`src/rtl/jump_trace_buffer.sv`:
```
// Watches the committed fetch stream for non-sequential PC transitions and
// queues {from_pc, to_pc, from_instr} records in a first-word-fall-through FIFO.
module jump_trace_buffer #(
   parameter int PC_WIDTH    = 12,
   parameter int INSTR_WIDTH = 32,
   parameter int DEPTH       = 16,
   parameter int CNT_WIDTH   = 16,
   localparam int AW         = $clog2(DEPTH)
) (
   input  logic                   clock,
   input  logic                   reset,
   input  logic                   clear,
   input  logic                   pc_valid,
   input  logic [PC_WIDTH-1:0]    pc,
   input  logic [INSTR_WIDTH-1:0] instr,
   output logic                   rd_valid,
   input  logic                   rd_ready,
   output logic [PC_WIDTH-1:0]    rd_from,
   output logic [PC_WIDTH-1:0]    rd_to,
   output logic [INSTR_WIDTH-1:0] rd_instr,
   output logic [AW:0]            count,
   output logic                   overflow,
   output logic [CNT_WIDTH-1:0]   jump_total
);

   typedef enum logic {NO_PREV, TRACK} state_t;

   state_t                 state, state_next;
   logic [PC_WIDTH-1:0]    prev_pc;
   logic [INSTR_WIDTH-1:0] prev_instr;
   logic [PC_WIDTH-1:0]    seq_pc;
   logic                   active;
   logic                   latch;
   logic                   jump_evt;
   logic                   pop;
   logic                   push;
   logic                   drop;

   logic [PC_WIDTH-1:0]    mem_from  [DEPTH];
   logic [PC_WIDTH-1:0]    mem_to    [DEPTH];
   logic [INSTR_WIDTH-1:0] mem_instr [DEPTH];
   logic [AW-1:0]          rd_ptr, wr_ptr;

   // A cycle under reset or clear must neither track nor touch the FIFO.
   assign active = reset && !clear;
   assign seq_pc = prev_pc + PC_WIDTH'(1);

   always_comb begin
      state_next = state;
      latch      = 1'b0;
      jump_evt   = 1'b0;
      if (active && pc_valid) begin
         latch      = 1'b1;
         state_next = TRACK;
         if (state == TRACK && pc != seq_pc) begin
            jump_evt = 1'b1;
         end
      end
   end

   assign rd_valid = (count != '0);
   assign pop      = active && rd_valid && rd_ready;
   assign push     = jump_evt && ((count < (AW+1)'(DEPTH)) || pop);
   assign drop     = jump_evt && !push;

   assign rd_from  = rd_valid ? mem_from[rd_ptr]  : '0;
   assign rd_to    = rd_valid ? mem_to[rd_ptr]    : '0;
   assign rd_instr = rd_valid ? mem_instr[rd_ptr] : '0;

   always_ff @(posedge clock) begin
      if (!reset || clear) begin
         state      <= NO_PREV;
         rd_ptr     <= '0;
         wr_ptr     <= '0;
         count      <= '0;
         overflow   <= 1'b0;
         jump_total <= '0;
      end else begin
         state <= state_next;
         if (pop) begin
            rd_ptr <= rd_ptr + AW'(1);
         end
         if (push) begin
            wr_ptr <= wr_ptr + AW'(1);
         end
         if (push && !pop) begin
            count <= count + (AW+1)'(1);
         end else if (pop && !push) begin
            count <= count - (AW+1)'(1);
         end
         if (drop) begin
            overflow <= 1'b1;
         end
         if (jump_evt && jump_total != '1) begin
            jump_total <= jump_total + CNT_WIDTH'(1);
         end
      end
   end

   // Data storage carries no reset; validity is owned by state and count.
   always_ff @(posedge clock) begin
      if (latch) begin
         prev_pc    <= pc;
         prev_instr <= instr;
      end
      if (push) begin
         mem_from[wr_ptr]  <= prev_pc;
         mem_to[wr_ptr]    <= pc;
         mem_instr[wr_ptr] <= prev_instr;
      end
   end

endmodule

```
`config.mk`:
```
export PLATFORM = sky130hd
export DESIGN_NAME = jump_trace_buffer
export DESIGN_NICKNAME = d
export VERILOG_FILES = /design/src/rtl/jump_trace_buffer.sv
export SDC_FILE = /design/constraint.sdc
export NUM_CORES = 1
export LEC_CHECK = 0
export CORE_MARGIN = 2
export CORE_UTILIZATION = 45
export CTS_CLUSTER_DIAMETER = 40
export DETAILED_ROUTE_END_ITERATION = 8
export PLACE_DENSITY = 0.63
export SLEW_MARGIN = 20
export SYNTH_ARGS = -nofsm -noshare
export SYNTH_HDL_FRONTEND = slang
export SYNTH_SLANG_ARGS = --single-unit
```
`constraint.sdc`:
```
create_clock -name clock -period 15.8 [get_ports clock]
set_clock_uncertainty 0.1 [all_clocks]
set_input_delay 3.16 -clock clock [delete_from_list [all_inputs] [get_ports clock]]
set_output_delay 3.16 -clock clock [all_outputs]
set_load 0.02 [all_outputs]
```
==> metrics list <==
- The area growth from synthesis to layout is 17.7%.
* Ant diodes: 0
- Launch instance of the worst min-delay path: overflow
- Most frequent cell after synthesis: edfxtp_1
- The tree built by TritonCTS fans out to 975 sinks.
* Post-CTS setup buffer count: 0
- Final weighted congestion in routability-driven placement: 0.747
* Htree depth: 3
* Async S/R FF share, synth: 0%
* # resized after CTS: 0
* Proportion of layout cells with a drive suffix above 1: 27.4%
- After detailed routing, the total wire length is 82500 um.
- Ordered cell list for the critical path: buf_6 -> buf_12 -> mux4_2 -> mux4_2 -> and2_1 -> clkdlybuf4s50_1
* Worst-case vdd ir drop: 0.116 mV
- Dividing the detail-routed wire length by the instance count gives 27.5 um.
- The floorplan step set the die height to 293 um.
- The cell that appears most often on the critical path is mux4_2.
* Fraction of post-synthesis cell area in the top cell type by area: 75.3%
- After filler insertion, the fill cell instance count of the layout stands at 6148.
- Share of the clock period used by the worst path after layout: 50.3%
* Drt drc: 0
- Distinct cell type count after synthesis: 53
- Hold-critical path depth: 1
* Placed instance count: 2781
- Of the synthesized area, sequential elements account for 77.1%.
* Number of I/O port buffers: 127
- Syn Nets: 1698
- Commonest cells in the synthesized netlist: edfxtp_1 (940), mux4_2 (280), and2_1 (59)
- Cell area after synthesis: 37500 sq um
- Of all cell types, the one taking the most synthesized area is edfxtp_1.
- CP startpoint kind: flip-flop
* Flip-flop and latch count after synthesis: 975
* Unrepaired setup endpoints after global routing: false
* Total routing usage reported by global routing: 19.5%
- Final period demand of the worst path: 7.94 ns
- Clock tree synthesis selected as its root buffer the cell clkbuf_16.
- Number of warnings reported in the yosys synthesis log: 0
- The path class of the tightest hold or removal check is reg -> reg.
- Status: finished, final reports clean
* Required time of the critical path: 12.54 ns
* Final setup violation count: 0
- Number of rows created at floorplan: 105
- WHS Endpoint: overflow
- Worst reg2reg startpoint: prev_pc[0]
* Clock buffers created by TritonCTS: 118
- Detailed Routing Iterations Pass 1: 4
- Power per standard cell area: 128 nW/um^2
- Die Width: 293 um
* Pin count of the biggest net entering global routing: 174
* Remaining Overflow, GRT: 0
- Worst-Skew Late Latency: 0.70 ns
- Predominant post-synthesis flop cell: edfxtp_1
- The setup path with the least slack is of type reg -> out.
- Number of cells on the worst reg-to-reg path: 15
* Worst Path Max Fanout: 108
- EDFF count, synth: 940
- Once the floorplan was initialized, standard cells occupied 45.6% of the core.
* Final Hold Fails: 0
- The number of buffers and inverters on the critical path is 3.
- The finished layout holds 3001 standard cells, fillers aside.
* ANT nets after route: 0
- Clk slew on worst S/H paths: 0.06 ns
* Register-to-Register Setup Slack: 10.89 ns
- In this run the deepest clock path goes through 3 buffers.
- Kind of end point of the critical path: output pin
- Critical R2R Capture: count[4]
- Syn Area/Cell: 22.9 sq um
- The die covers 85700 sq um.
- Highest Clock Rate: 126 MHz
* Worst slew margin relative to its limit: 28.2%
- Vias per inst: 5.82
* Number of antenna violations at the first check in global routing: 3
- Placeable Area: 82200 sq um
- TritonCTS built the clock tree.
- Total vias in the final route: 17462
- The via count of the first global-routing pass is 18435.
- Arr. time, crit path: 4.68 ns
* Number of top-level pins: 128
* Delay of the slowest critical-path stage: 0.74 ns
* Violation count after the first detailed-route iteration: 1525
* Number of nets at the end of the flow: 1893
- Hold repair after CTS inserted 0 buffers.
- Most area-consuming cells after synthesis: edfxtp_1 (75%), mux4_2 (17%), dfxtp_1 (1.9%)
* Setup TNS: 0 ns
* Mapped Cells: 1636
- For the pin with the worst max-slew slack, the measured transition is 1.08 ns.
- The number of slew-limit violations in the final report is 0.
- Master of the slowest instance on the critical path: buf_12
- Max-cap violations in this run came to 0.
- Detailed Place HPWL: 39900 um
- In this design, the largest share of critical-path delay is due to buffers and inverters.
- In this run the static leakage power is 13.3 nW.
- The first global-routing pass estimated 121000 um of wire.
[power by group]
| group | internal, W | switching [W] |
|---|---|---|
| combinational | 0.0000304 | 0.0000368 |
| clock | 0.00161 | 0.00109 |
| sequential | 0.00284 | 0.0000242 |
| total | 0.00448 | 0.00116 |
[worst max-delay path by stage]
stage                          from               end  cells after the start
after floorplan               pc[9]    mem_from[3][0]                      7
after global placement        pc[9]  mem_instr[15][6]                      9
after detailed placement      pc[9]  mem_instr[15][6]                      9
after CTS                 flip-flop       rd_from[10]                      6
after global routing      flip-flop       rd_from[10]                      6
final                     flip-flop       rd_from[10]                      6
[sequential cells by signal, indices dropped and copies added (netlist names), named ones only]
signal      cells
jump_total     16
count           5
mem_from      192
mem_instr     512
wr_ptr          4
overflow        1
rd_ptr          4
state           1
mem_to        192
prev_instr     32
prev_pc        12
[metrics by stage]
stage / area [sq um] / util [%] / total power, W / worst slack (ns) / hold slack, ns
detailed placement: 40100 / 48.8 / 0.00298 / 7.62 / 0.359
finish: 44100 / 53.7 / 0.00563 / 7.86 / 0.369
CTS: 44100 / 53.7 / 0.00568 / 7.40 / 0.371
floorplan: 37500 / - / 0.00293 / 6.91 / 0.355
global placement: 40100 / 48.8 / 0.00298 / 7.72 / 0.356
global route: 44100 / 53.7 / 0.00578 / 7.48 / 0.404
[kinds of logic (layout without fill, tap and decap cells)]
family	Yosys count	in the layout	share of synthesized area, %
compound gates	51	51	0.894
mux	288	288	17.0
xor+xnor	17	17	0.397
flops	975	975	77.1
simple gates	202	202	3.08
buf+inv	90	385	0.994
fa+ha+maj	13	13	0.454
[placed cells by master, fill, tap and decap left out, types with 14 or more instances in the layout]
cell type        count
clkbuf_16          120
dfxtp_1             31
nand3_1             25
clkinvlp_4          23
and3_4              14
edfxtp_1           940
clkbuf_1            19
clkdlybuf4s50_1    127
and2_1              58
a21oi_1             20
mux4_2             280
nor2_1              21
nand2_1             22
buf_4               24
[worst register-to-register path: stages, from the launching register on]
cell and delay [ns]:
edfxtp_1 0.80, ha_1 0.32, nand2_1 0.20, or2_1 0.32
a311oi_1 0.21, o21ai_1 0.13, o2111a_2 0.36, nor2_2 0.66
ha_1 0.37, inv_1 0.12, ha_1 0.31, a21o_1 0.18
a21oi_1 0.17, xnor2_1 0.09, or3_1 0.30, a21oi_1 0.14
[cell type report]
cell class	count	area [sq um]	share of cell area, %
Inverter	10	37.5	0.0850
Multi-Input combinational cell	571	8280	18.8
Clock inverter	81	951	2.15
Sequential cell	975	28900	65.6
Timing Repair Buffer	155	1510	3.43
Tap cell	1070	1340	3.03
Clock buffer	139	3070	6.96
[layer usage]
metal  track usage [%]  part of all wire (%)
met4              6.24                   2.7
met5                 0                 0.033
met2              31.7                    49
met1              27.1                    42
met3              3.32                   6.0
Note: power is estimated with default switching activity, not from simulation.
